$ cat config.mk
export PLATFORM = sky130hd
export DESIGN_NAME = btn_conditioner
export DESIGN_NICKNAME = d
export VERILOG_FILES = /design/src/rtl/whack_pkg.sv /design/src/rtl/debounce_chan.sv /design/src/rtl/btn_conditioner.sv
export SDC_FILE = /design/constraint.sdc
export NUM_CORES = 1
export LEC_CHECK = 0
export CORE_ASPECT_RATIO = 0.5
export CORE_MARGIN = 3
export CORE_UTILIZATION = 25
export CTS_BUF_LIST = sky130_fd_sc_hd__clkbuf_16
export DETAILED_ROUTE_END_ITERATION = 6
export GPL_TIMING_DRIVEN = 1
export SYNTH_ARGS = -nofsm -noshare
export SYNTH_HDL_FRONTEND = slang
export SYNTH_HIERARCHICAL = 1
export SYNTH_SLANG_ARGS = --single-unit
$ cat constraint.sdc
create_clock -name clk -period 5.6 [get_ports clk]
set_input_delay 1.12 -clock clk [delete_from_list [all_inputs] [get_ports clk]]
set_output_delay 1.12 -clock clk [all_outputs]
set_load 0.01 [all_outputs]
$ cat src/rtl/whack_pkg.sv
// Shared constants and helpers for the button front end.
package whack_pkg;

   localparam int N_BTN_DEF        = 8;
   localparam int DEBOUNCE_DEF     = 5000;

   // Counter width able to hold 0..cycles-1 (at least one bit).
   function automatic int cnt_width(input int cycles);
      int w;
      w = 1;
      while ((1 << w) < cycles) w++;
      return w;
   endfunction

endpackage

$ cat src/rtl/debounce_chan.sv
// One button channel: 2-flop synchronizer, debounce counter, level, press pulse.
module debounce_chan
   import whack_pkg::*;
#(
   parameter int DEBOUNCE_CYCLES = DEBOUNCE_DEF,
   parameter int CW              = cnt_width(DEBOUNCE_CYCLES)
) (
   input  logic clk,
   input  logic rst_n,
   input  logic raw_i,
   output logic level_o,
   output logic press_o
);

   logic          sync1_q, sync2_q;
   logic          level_q, level_d;
   logic          press_q, press_d;
   logic [CW-1:0] cnt_q, cnt_d;

   // Bring the asynchronous button into the clock domain before anything looks at it.
   always_ff @(posedge clk or negedge rst_n) begin
      if (!rst_n) begin
         sync1_q <= 1'b0;
         sync2_q <= 1'b0;
      end else begin
         sync1_q <= raw_i;
         sync2_q <= sync1_q;
      end
   end

   // Count consecutive cycles of disagreement; flip the level once the window is full.
   // The counter saturates at the flip point, so it can never wrap.
   always_comb begin
      cnt_d   = '0;
      level_d = level_q;
      press_d = 1'b0;
      if (sync2_q != level_q) begin
         if (cnt_q == CW'(DEBOUNCE_CYCLES - 1)) begin
            level_d = ~level_q;
            press_d = ~level_q;   // pulse only on the 0->1 flip
         end else begin
            cnt_d = cnt_q + CW'(1);
         end
      end
   end

   // Debounce state registers.
   always_ff @(posedge clk or negedge rst_n) begin
      if (!rst_n) begin
         cnt_q   <= '0;
         level_q <= 1'b0;
         press_q <= 1'b0;
      end else begin
         cnt_q   <= cnt_d;
         level_q <= level_d;
         press_q <= press_d;
      end
   end

   assign level_o = level_q;
   assign press_o = press_q;

endmodule

$ cat src/rtl/btn_conditioner.sv
// Debounces N_BTN buttons and summarises the press pulses for the game logic.
module btn_conditioner
   import whack_pkg::*;
#(
   parameter int N_BTN           = N_BTN_DEF,
   parameter int DEBOUNCE_CYCLES = DEBOUNCE_DEF
) (
   input  logic             clk,
   input  logic             rst_n,
   input  logic [N_BTN-1:0] btn_raw,
   output logic [N_BTN-1:0] btn_level,
   output logic [N_BTN-1:0] btn_press,
   output logic             press_valid,
   output logic [2:0]       press_idx,
   output logic             multi_press
);

   localparam int CW = cnt_width(DEBOUNCE_CYCLES);

   for (genvar g = 0; g < N_BTN; g++) begin : g_chan
      debounce_chan #(
         .DEBOUNCE_CYCLES (DEBOUNCE_CYCLES),
         .CW              (CW)
      ) u_chan (
         .clk     (clk),
         .rst_n   (rst_n),
         .raw_i   (btn_raw[g]),
         .level_o (btn_level[g]),
         .press_o (btn_press[g])
      );
   end

   // Lowest-numbered pressed channel wins the index; scan high to low so low overrides.
   always_comb begin
      press_idx = 3'd0;
      for (int i = N_BTN - 1; i >= 0; i--) begin
         if (btn_press[i]) press_idx = 3'(i);
      end
   end

   // More than one pulse in the same cycle.
   always_comb begin
      int pc;
      pc = 0;
      for (int i = 0; i < N_BTN; i++) begin
         if (btn_press[i]) pc++;
      end
      multi_press = (pc > 1);
   end

   assign press_valid = |btn_press;

endmodule

# Word level (Yosys, flattened, before mapping)
# Cells that the tools add are included.
# op_classes
n_addsub	15
multipliers	0
div_mod_pow	0
order_cmp	1
n_eq_ne	16
n_shift	0
mux	48
bitwise_logic	8
reduce_logical	9
# op_table
cell	count
32-bit by 2-bit adder with 32-bit output, second input constant	7
32-bit two-way mux	7
13-bit two-way mux	16
13-bit by 1-bit adder with 13-bit output, second input constant	8
13-bit == test, second input constant	8
32-bit by 2-bit greater-than comparator with 1-bit output, second input constant	1
3-bit two-way mux	8
1-bit two-way mux	17
2-bit AND reduction	8
1-bit inequality test	8
1-bit inverter	8
8-bit OR reduction	1
# word_totals
reg_bits	136
latch_bits	0
mem_bits_rw	0
rom_bits	0
in_bits	10
output_inout_bits	21
mem_count	0

# Longest topological paths before layout
# depth
word_depth	16
depth_mapped	19
mapped_depth_nobuf	19

# Modules after synthesis
# The synthesis kept the hierarchy.
# by_module_without_submodules
module	n_inst	cells_each	area_each_um2
debounce_chan	8	69	754.5
btn_conditioner	1	84	615.6

# Least setup slack after synthesis
# OpenSTA, ideal clock, no wires.
# synth_path
path_type	register to output
startpoint	reg g_chan[0].u_chan.press_q
endpoint	out multi_press
t_arrival_ns	3.742
t_required_ns	4.480
setup_slack_ns	0.738
path_stages_with_launch	18
path_cell_list	dfrtp_1 inv_1 ha_1 xor3_2 ha_1 nand2_1 o311ai_1 ha_1 nand2b_1 o21a_1 ha_1 nand2_1 nand2_1 ha_1 nand2_1 o221a_1 o211a_1 o2111ai_1
# synth_between
elab_chain_len	16
# synth_lines
item	line_no	rtl
start, declared	debounce_chan.sv:17	logic press_q, press_d;
start signal, assigned	debounce_chan.sv:56	press_q <= press_d;
1-bit two-way mux *	btn_conditioner.sv:46	if (btn_press[i]) pc++;
32-bit by 2-bit adder with 32-bit output	btn_conditioner.sv:46	
32-bit two-way mux *	btn_conditioner.sv:46	
32-bit by 2-bit adder with 32-bit output	btn_conditioner.sv:46	
32-bit two-way mux *	btn_conditioner.sv:46	
32-bit by 2-bit adder with 32-bit output	btn_conditioner.sv:46	
32-bit two-way mux *	btn_conditioner.sv:46	
32-bit by 2-bit adder with 32-bit output	btn_conditioner.sv:46	
32-bit two-way mux *	btn_conditioner.sv:46	
32-bit by 2-bit adder with 32-bit output	btn_conditioner.sv:46	
32-bit two-way mux *	btn_conditioner.sv:46	
32-bit by 2-bit adder with 32-bit output	btn_conditioner.sv:46	
32-bit two-way mux *	btn_conditioner.sv:46	
32-bit by 2-bit adder with 32-bit output	btn_conditioner.sv:46	
32-bit two-way mux *	btn_conditioner.sv:46	
32-bit by 2-bit greater-than comparator with 1-bit output *	btn_conditioner.sv:48	multi_press = (pc > 1);
end, declared	btn_conditioner.sv:15	output logic multi_press
# Mark *: on every way between the ends. The rest lies on a longest branch, timed or not.

# Worst setup path in the final report
# Ends and elaborated chain as after synthesis.

==> qor.csv <==
metric;value;unit
status;finished clean;
Via Count;4512;
sequential element share of the synthesized area;51.2;%
Clock Latency Late Sink;0.41;ns
commonest non-fill, non-tap cells in the layout;136 x dfrtp_1, 119 x nor2_1, 70 x xnor2_1;
chip width;237;um
LEAKAGE;3.23;nW
CP max stage cell;dfrtp_1;
CP most frequent cell;ha_1;
RR Startpoint;g_chan[1].u_chan/cnt_q[5];
Worst EP required;4.48;ns
max frequency;188;MHz
Final Hold Vio Count;0;
hold depth;0;
Top Ports;31;
# diodes;0;
combinational group share of total power;3.1;%
min Tclk post-route;5.31;ns
TNS Setup;0;ns
Antenna Nets Post-Route;0;
switching pwr;0.456;mW
Register-to-Register Path Depth;3;
First-pass DRT Iterations;4;
Starting Density;25.9;%
final setup violation count;0;
hold path start;g_chan[3].u_chan/sync1_q;
Critical Path AT;4.19;ns
CP peak stage delay;0.37;ns
vias in the first global route;4533;
dpl cell area;0.00727;mm2
Pwr Density;274;mW/mm2
DR vias/cell;4.36;
largest net degree at the start of global routing;91;
share of cells above drive strength 1;10.6;%
internal power;1.71;mW
first-pass GRT wire length;21300;um
Crit Path Category;reg -> out;
clock tree from TritonCTS;built;
Hold Path Class;reg -> reg;
Period Utilization, post-route;94.8;%
gr ovfl total;0;
Post-Route WL;12400;um
CP Launch Type;flop;
cts hold-fix bufs;0;
commonest non-fill, non-tap cell in the layout;dfrtp_1;
#FFs+latches synth;136;
r2r setup slk;3.58;ns
Post-synth EDFFs;0;
Clk network pwr share;49.9;%
total track usage;9.01;%
final instance area;0.00791;mm2
gp weighted congestion;0.840;
drt wl/cell;12.0;um
clk sinks;136;
Area Growth Syn to Fin;18.9;%
I/O Buffers;30;
Worst Hold Path EP;g_chan[3].u_chan/sync2_q;
Slew Limit Fails;0;
Worst Tran Pin Value;0.821;ns
worst clock skew;0.0109;ns
Syn Std Cell Area;0.00665;mm2
antenna violations before repair;0;
DP HPWL;8500;um
Flop pwr share;47.0;%
VDD IR max;170;uV
slack of the critical path;0.294;ns
critical-path cell list;buf_4, ha_1, mux2i_1, xor2_1, o21ai_1, ha_1, nand2_2, o311ai_4, ha_1, nand2b_4, o21a_1, ha_1, nand2_1, nand2_1, ha_1, nand2_1, o221a_1, o211a_1, o2111ai_2, buf_2;
Longest Clk Path Bufs;2;
RR Endpoint;g_chan[1].u_chan/press_o;
syn_area_per_cell;10.5;um2
row cnt;41;
Die Ht;121;um
clock tree root driver cell;clkbuf_16;
synthesized net count;662;
Async S/R FF share, synth;100;%
Clock transition at path regs;0.06;ns
Worst slew margin;45.3;%
worst-path maximum fanout;5;
total CTS buffers;17;
fin nets;705;
Die ar.;0.0287;mm2
Synth Flop Type;dfrtp_1;
endpoint class of the critical path;output port;
# DRC;0;
Synth Instances;636;
MaxCap Viol Count;0;
Switching Fraction;21.0;%
Yosys warnings;6;
H-tree depth;4;
Place WS;-0.0122;ns
DRT iter0 DRCs;236;
Yosys cell types;45;
Core Box Area;0.0256;mm2
==> worst max-delay path by stage <==
stage                        to  slack [ns]  cells past startpoint                     start
detailed placement  multi_press       -0.01                     18  g_chan[0].u_chan/press_o
global placement    multi_press        0.16                     18  g_chan[0].u_chan/press_o
finish              multi_press        0.29                     20  g_chan[0].u_chan/press_o
global route        multi_press      -0.005                     20  g_chan[0].u_chan/press_o
CTS                 multi_press        0.01                     20  g_chan[0].u_chan/press_o
floorplan           multi_press        0.74                     17  g_chan[0].u_chan/press_o
==> metrics by stage <==
step / utilization, % / cells / hold slack (ns) / power (mW)
detailed placement: 28.4 / 1001 / 0.340 / 1.10
global placement: 28.4 / 1001 / 0.332 / 1.10
CTS: 30.7 / 1033 / 0.353 / 2.20
global route: 30.8 / 1035 / 0.363 / 2.25
finish: 30.8 / 1035 / 0.351 / 2.17
floorplan: - / 636 / 0.331 / 1.07
==> flip-flops by register name (all words and copies together) (netlist names) <==
| signal | flops |
|---|---|
| g_chan.u_chan/sync1_q | 8 |
| g_chan.u_chan/press_o | 8 |
| g_chan.u_chan/level_o | 8 |
| g_chan.u_chan/cnt_q | 104 |
| g_chan.u_chan/sync2_q | 8 |
==> layout make-up <==
cell class	count	area, um2
clock buffers	17	425
clock inverters	14	143
fillers	2597	17700
inverters	23	86.3
multi-input cells	465	3080
flip-flops and latches	136	3400
well taps	344	430
repair buffers	36	342
==> repair_timing <==
item                                    4_1_cts  5_1_grt
setup buffers                                 1        2
pin swaps                                     1        2
resized for setup                             5        7
endpoints found under the setup margin        1        1
==> routing by layer <==
| layer | track usage (%) | vias to the layer above | part of all wire [%] |
|---|---|---|---|
| met5 | 0 | - | 0 |
| met4 | 2.98 | 0 | 1.1 |
| met3 | 2.38 | 12 | 2.5 |
| met2 | 15.9 | 40 | 51 |
| met1 | 10.7 | 2221 | 46 |
| li1 | - | 2239 | - |
==> synth_stat cells, types with 2 or more instances <==
master	number	area share [%]
mux2_4	8	1.8
o211a_1	2	0.30
or3_1	8	0.75
dfrtp_1	136	51
nor3_1	32	2.4
ha_1	16	3.0
o21ai_0	3	0.23
or4b_1	8	1.2
xnor2_1	70	9.2
inv_1	23	1.3
o211ai_1	2	0.23
nor2b_1	3	0.28
nor2_1	119	6.7
nand2_2	8	0.75
nand3_1	20	1.5
and3_2	8	0.90
nand2_1	42	2.4
xor2_1	34	4.5
clkbuf_8	2	0.41
o21a_1	3	0.34
buf_6	9	1.5
a31oi_1	2	0.19
nand4_1	26	2.4
nor4_1	9	0.85
nor3b_1	8	0.90
or4_4	8	1.4
and2_1	9	0.85
==> cell families (layout without fill, tap and decap cells) <==
logic type	Yosys count	in the layout	share of synthesized area, %
simple gates	314	314	24.1
flops	136	136	51.2
xor+xnor	105	105	14.1
buf+inv	35	90	3.29
compound gates	21	21	2.39
fa+ha+maj	16	16	3.01
mux	9	9	1.96
==> critical path, delay by kind of cell (launching register included) <==
| kind | cells | cell delay [ns] |
|---|---|---|
| adders and majority gates | 5 | 1.42 |
| AOI/OAI and AO/OA | 6 | 0.81 |
| and+or+nand+nor | 5 | 0.47 |
| DFF | 1 | 0.37 |
| buffers and inverters | 2 | 0.31 |
| xor gates and xnor gates | 1 | 0.20 |
| muxes | 1 | 0.18 |
==> power by group through the flow <==
stage	clock [mW]	sequential, mW	combinational (mW)
6_report	1.08	1.02	0.0672
5_1_grt	1.15	1.02	0.0781
4_1_cts	1.12	1.02	0.0699
3_5_place_dp	0	1.04	0.0694
3_3_place_gp	0	1.03	0.0666
2_1_floorplan	0	1.03	0.0396
Power figures use the tool's default switching activity.
